`config.mk`:
```
export PLATFORM = sky130hd
export DESIGN_NAME = alu_share_arbiter
export DESIGN_NICKNAME = d
export VERILOG_FILES = /design/src/rtl/alu_share_arbiter.sv
export SDC_FILE = /design/constraint.sdc
export NUM_CORES = 1
export LEC_CHECK = 0
export BUFFER_PORTS_ARGS = -buffer_cell sky130_fd_sc_hd__buf_2
export CORE_ASPECT_RATIO = 1.5
export CORE_MARGIN = 4
export CORE_UTILIZATION = 42
export CTS_CLUSTER_SIZE = 14
export DETAILED_ROUTE_END_ITERATION = 6
export MAX_ROUTING_LAYER = met4
export PLACE_DENSITY = 0.89
export REMOVE_ABC_BUFFERS = 1
export SLEW_MARGIN = 20
export SYNTH_ARGS = -nofsm -noshare
export SYNTH_HDL_FRONTEND = slang
export SYNTH_SLANG_ARGS = --single-unit
```
`constraint.sdc`:
```
create_clock -name clk -period 1.6 [get_ports clk]
set_input_delay 0.08 -clock clk [delete_from_list [all_inputs] [get_ports clk]]
set_output_delay 0.08 -clock clk [all_outputs]
set_load 0.05 [all_outputs]
```
`src/rtl/alu_share_arbiter.sv`:
```
// alu_share_arbiter: shares one single-cycle ALU among NUM_REQ requesters through an IDLE/EXEC/RESP FSM.
// Define ARB_ROUND_ROBIN_EN for a rotating priority pointer; otherwise requester 0 always has the highest priority.
module alu_share_arbiter #(
  parameter int XLEN    = 32,
  parameter int NUM_REQ = 2
) (
  input  logic                    clk,
  input  logic                    rst,
  input  logic [NUM_REQ-1:0]      req_valid,
  output logic [NUM_REQ-1:0]      req_ready,
  input  logic [NUM_REQ*XLEN-1:0] req_a,
  input  logic [NUM_REQ*XLEN-1:0] req_b,
  input  logic [NUM_REQ*4-1:0]    req_ctrl,
  output logic [NUM_REQ-1:0]      rsp_valid,
  input  logic [NUM_REQ-1:0]      rsp_ready,
  output logic [XLEN-1:0]         rsp_result,
  output logic                    rsp_zero,
  output logic [XLEN-1:0]         alu_a,
  output logic [XLEN-1:0]         alu_b,
  output logic [3:0]              alu_ctrl,
  input  logic [XLEN-1:0]         alu_result,
  input  logic                    alu_zero,
  output logic                    busy
);

  localparam int IDXW = $clog2(NUM_REQ);

  typedef enum logic [1:0] {IDLE, EXEC, RESP} state_t;

  state_t          state_q, state_d;
  logic [IDXW-1:0] grant_q, grant_d;
  logic [IDXW-1:0] prio_ptr;
  logic [XLEN-1:0] alu_a_q, alu_a_d;
  logic [XLEN-1:0] alu_b_q, alu_b_d;
  logic [3:0]      alu_ctrl_q, alu_ctrl_d;
  logic [XLEN-1:0] res_q, res_d;
  logic            zero_q, zero_d;
  logic            win_found;
  logic [IDXW-1:0] win_idx;
  logic [IDXW-1:0] cand;

  // Scan from the priority pointer upward with wrap; first valid requester wins.
  always_comb begin
    win_found = 1'b0;
    win_idx   = '0;
    cand      = '0;
    for (int unsigned k = 0; k < NUM_REQ; k++) begin
      cand = IDXW'((int'(prio_ptr) + int'(k)) % NUM_REQ);
      if (!win_found && req_valid[cand]) begin
        win_found = 1'b1;
        win_idx   = cand;
      end
    end
  end

`ifdef ARB_ROUND_ROBIN_EN
  logic [IDXW-1:0] ptr_q, ptr_d;

  assign prio_ptr = ptr_q;

  always_comb begin
    ptr_d = ptr_q;
    if (state_q == RESP && rsp_ready[grant_q])
      ptr_d = (int'(grant_q) == NUM_REQ - 1) ? '0 : grant_q + 1'b1;
  end

  always_ff @(posedge clk) begin
    if (rst) ptr_q <= '0;
    else     ptr_q <= ptr_d;
  end
`else
  assign prio_ptr = '0;
`endif

  always_comb begin
    state_d    = state_q;
    grant_d    = grant_q;
    alu_a_d    = alu_a_q;
    alu_b_d    = alu_b_q;
    alu_ctrl_d = alu_ctrl_q;
    res_d      = res_q;
    zero_d     = zero_q;
    req_ready  = '0;
    rsp_valid  = '0;
    case (state_q)
      IDLE: begin
        if (win_found) begin
          req_ready[win_idx] = 1'b1;
          alu_a_d    = req_a[int'(win_idx)*XLEN +: XLEN];
          alu_b_d    = req_b[int'(win_idx)*XLEN +: XLEN];
          alu_ctrl_d = req_ctrl[int'(win_idx)*4 +: 4];
          grant_d    = win_idx;
          state_d    = EXEC;
        end
      end
      EXEC: begin
        res_d   = alu_result;
        zero_d  = alu_zero;
        state_d = RESP;
      end
      RESP: begin
        rsp_valid[grant_q] = 1'b1;
        if (rsp_ready[grant_q]) state_d = IDLE;
      end
      default: state_d = IDLE;
    endcase
  end

  always_ff @(posedge clk) begin
    if (rst) begin
      state_q    <= IDLE;
      grant_q    <= '0;
      alu_a_q    <= '0;
      alu_b_q    <= '0;
      alu_ctrl_q <= '0;
      res_q      <= '0;
      zero_q     <= 1'b0;
    end else begin
      state_q    <= state_d;
      grant_q    <= grant_d;
      alu_a_q    <= alu_a_d;
      alu_b_q    <= alu_b_d;
      alu_ctrl_q <= alu_ctrl_d;
      res_q      <= res_d;
      zero_q     <= zero_d;
    end
  end

  assign alu_a      = alu_a_q;
  assign alu_b      = alu_b_q;
  assign alu_ctrl   = alu_ctrl_q;
  assign rsp_result = res_q;
  assign rsp_zero   = zero_q;
  assign busy       = (state_q != IDLE);

endmodule

```
Word level (Yosys, flattened, before mapping) --
Cells that the tools add are included.
Word-level totals: bits in registers 104, input port bits 175, output and inout port bits 106
Cells by class: magnitude comparators 4, equal/unequal tests 4, shift operators 3, muxes and demuxes 15, reductions and logical operators 8
Operators with widths (count):
- 64-bit by 7-bit variable part select with 32-bit output | 2
- 2-bit 2-to-1 mux | 5
- 8-bit by 4-bit variable part select with 4-bit output | 1
- 1-bit 2-to-1 mux | 7
- 2-bit case mux with 3 select lines | 1
- 1-bit by 2-bit < comparator with 1-bit output (second input constant) | 2
- 2-bit != test (second input constant) | 2
- 2-bit AND reduction | 2
- 1-bit logical AND | 3
- 1-bit demux with 1-bit select | 2
- 2-bit by 1-bit equality test with 1-bit output (second input constant) | 1
- 2-bit equality test (second input constant) | 1
- 1-bit >= comparator (second input constant) | 2
- 2-bit logical NOT | 1
- 2-bit nonzero test | 1
- 1-bit logical NOT | 1

Depth between registers and ports, before layout --
depth after elaboration 10, gate-level depth with buffers 7, depth with buffers taken out 3

Least setup slack after synthesis --
Ideal clock, no wire load.
path type register to output, from register state_q[1], to output port req_ready[1], arrival 1.942 ns, data required time 1.520 ns, path slack -0.422 ns, stages on the path, launching flop included 5, buffers on the path 1, cell sequence dfxtp_1 nor2_1 clkbuf_1 inv_1 nor2_1
On the way: word-level cells in the longest chain between the ends 2
Ends and longest elaborated chain:
- start, declared | RTL line 30 | state_t state_q, state_d;
- start signal, assigned | RTL line 119 | state_q <= state_d;
- 2-bit logical NOT | RTL line 85 | case (state_q)
- 2-bit 2-to-1 mux | RTL line 85
- end, declared | RTL line 10 | output logic [NUM_REQ-1:0] req_ready,
No other way between the ends.

Final worst setup path --
from register state_q[1], to output port req_ready[0]
Same word-level chain as after synthesis.

==> results.py <==
metrics = {
    "logic_synthesis": {
        "synthTopCellsByArea": "dfxtp_1, nand2_1, a311oi_1",
        "synth_cell_types": 21,
        "syn-cell-area_um2": 4372,
        "synth_top_area_frac": 0.4762,
        "ys_ff_latch": 104,
        "synthCells": 552,
        "syn_avg_cell_area_um2": 7.920,
        "yosysTopAreaCell": "dfxtp_1",
        "ys_seq_area_frac": 0.4762,
        "ys.warnings.count": 0,
    },
    "critical_path": {
        "path_buf_inv": 2,
        "max_stage_delay_ns": 0.38,
        "critical_path_required_ns": 1.52,
        "endpoint_kind": "output port",
        "crit_path_max_fanout": 19,
        "crit_chain": "nor2_4, buf_12, and2_1, buf_6",
        "start_kind": "flop",
        "crit_family": "flip-flops",
        "worst_ep_arrival_time_ns": 1.44,
        "critPathKind": "flop to output port",
        "cp_slowest_cell": "dfxtp_1",
    },
    "power": {
        "ir_worst_vdd_v": 0.0005893,
        "cellLeakagePower_nw": 3.407,
        "p_total_w": 0.008174,
        "power_density_nw_per_um2": 1132,
    },
    "route": {
        "via_count": 5853,
        "dr.pass1.iters": 6,
        "ant_nets": 0,
        "drt-wirelength-per-cell_um": 18.57,
        "post-route-drc-count": 0,
        "route.final.wire_length_mm": 18.89,
        "first_iter_violations": 377,
        "vias_per_cell": 5.755,
    },
    "global_route": {
        "grt_pass1_vias": 5860,
        "grt_start_max_net_pins": 105,
        "grt_pass1_wl_mm": 28.68,
        "grt_overflow": 0,
        "use_met1": 0.3155,
        "grt_usage": 0.3009,
        "grt_antenna_before_repair": 0,
        "grt_use_met2": 0.4965,
        "gr-usage-met3": 0.06826,
        "top_usage_layer": "met2",
    },
    "layout": {
        "syn2layout_area_growth_pct": 65.17,
        "fin_nets": 1070,
        "final_cell_mix": "buf_2, nand2_1, a21oi_1, dfxtp_1, dlygate4sd3_1",
        "finalNonFillerCells": 1017,
        "layout-drive-gt1-share": 0.3633,
        "fill_cells": 701,
        "diodes": 0,
        "mostFrequentLayoutCell": "buf_2",
        "final_area_um2": 7221,
    },
    "sta": {
        "maxSlewHeadroom": 0.6584,
        "finalWorstSetupSlack_ns": 0.07888,
        "setup_viol": 0,
        "finalCritPeriodShare": 0.9507,
        "fmaxAchievable_mhz": 657.4,
        "skew_ns": 0.006703,
        "tightest_slew_ns": 0.5124,
        "setup_tns_ns": 0,
        "final-hold-violation-count": 0,
        "slew_viol_final": 0,
        "min_period_ns": 1.521,
    },
    "floorplan": {
        "ios": 281,
        "coreArea_um2": 10130,
        "rows": 45,
        "die_x_um": 91.30,
        "dieArea_um2": 12140,
        "initial_core_util": 0.4314,
        "die_h_um": 133.0,
    },
    "clock_network": {
        "clock_tree.root_cell": "clkbuf_16",
        "htree_levels": 3,
        "cts_made_buffers": 9,
        "clkTransAtPathRegs_ns": 0.07,
        "clock_path_buffers": 2,
        "clkSinkCount": 104,
        "worstSkewPairLatency_ns": 0.34,
        "cts_tree": "built",
    },
    "placed_design": {
        "placed_cells_incl_taps": 901,
        "dpl_cell_area_um2": 5862,
        "place_ws_ns": 0.1749,
        "io_buffers": 280,
        "place_hpwl_mm": 10.26,
        "routabilityCongestion": 0.8171,
    },
    "worst_hold_path": {
        "min_path_type": "input port to flop",
    },
    "run": {
        "maxCapViolCount": 0,
    },
    "run_status": {
        "outcome": "finished clean",
    },
}
==> registers in the layout, summed over array words and instances (netlist names) <==
name and cells:
alu_ctrl 4, rsp_result 32, state_q 2, alu_a 32, rsp_zero 1, alu_b 32, grant_q 1
==> layout make-up <==
type                       count  area (µm²)  share of cell area
timing repair buffer         391        2620              0.3628
clock buffer                  12       246.5             0.03414
tap                          117       146.4             0.02027
inverter                       1       3.754           0.0005198
sequential                   104        2083              0.2885
multi-input combinational    388        2043              0.2830
clock inverter                 4       77.57             0.01074
==> cell usage after synthesis <==
cell / number
nand3b_1: 1
nor2b_1: 3
inv_1: 1
buf_1: 3
nor2_1: 2
buf_2: 13
buf_6: 3
a311oi_1: 59
dfxtp_1: 104
mux2i_1: 1
nor3_1: 1
or2_1: 1
nor3b_1: 1
a311oi_2: 9
nand2_1: 202
clkbuf_1: 39
nand2b_1: 2
a21oi_1: 103
buf_4: 1
and3b_1: 1
and2_1: 2
==> routing by layer <==
metal,up-vias,part of all wire
met5,-,0
met4,0,0.066
li1,2609,-
met1,2626,0.35
met3,121,0.090
met2,497,0.50
==> kinds of logic after synthesis <==
group,synth area share
and+or+nand+nor,0.1932
AOI/OAI and AO/OA,0.2670
muxes,0.002290
DFF,0.4762
buffers and inverters,0.06125
==> power by group <==
group	switching, W	internal, W
Clock	0.000960	0.00142
Sequential	0.000159	0.00287
Combinational	0.00186	0.000902
Total	0.00298	0.00519
==> worst min-delay path, delay by kind of cell <==
| family | cells | cell delay (ns) |
|---|---|---|
| buf+inv | 1 | 0.09 |
| compound gates | 1 | 0.08 |
| simple gates | 1 | 0.05 |
==> path summary, 6_finish.rpt <==
| check | endpoint | slack [ns] | cells after the start | from |
|---|---|---|---|---|
| worst min register to register | rsp_result[30] | 0.45 | 2 | rsp_result[30] |
| worst min-delay path | alu_a[6] | 0.01 | 3 | req_a[6] |
| worst max register to register | alu_b[15] | 0.08 | 4 | state_q[1] |
| worst max-delay path | req_ready[0] | 0.08 | 4 | state_q[1] |
==> through the flow <==
step / hold slack, ns / util
CTS: 0.00009800 / 0.7037
detailed placement: 0.3256 / 0.5784
global route: 0.0006802 / 0.7125
global placement: 0.3209 / 0.5784
floorplan: 0.1479 / -
finish: 0.01467 / 0.7125
==> repair_timing <==
action,CTS,global route
buffers inserted,0,4
hold endpoints to repair,75,0
gates cloned,0,2
gates resized for setup,2,3
setup endpoints to repair,2,3
pin swaps,0,1
hold buffers,94,0
Power figures use the tool's default switching activity.
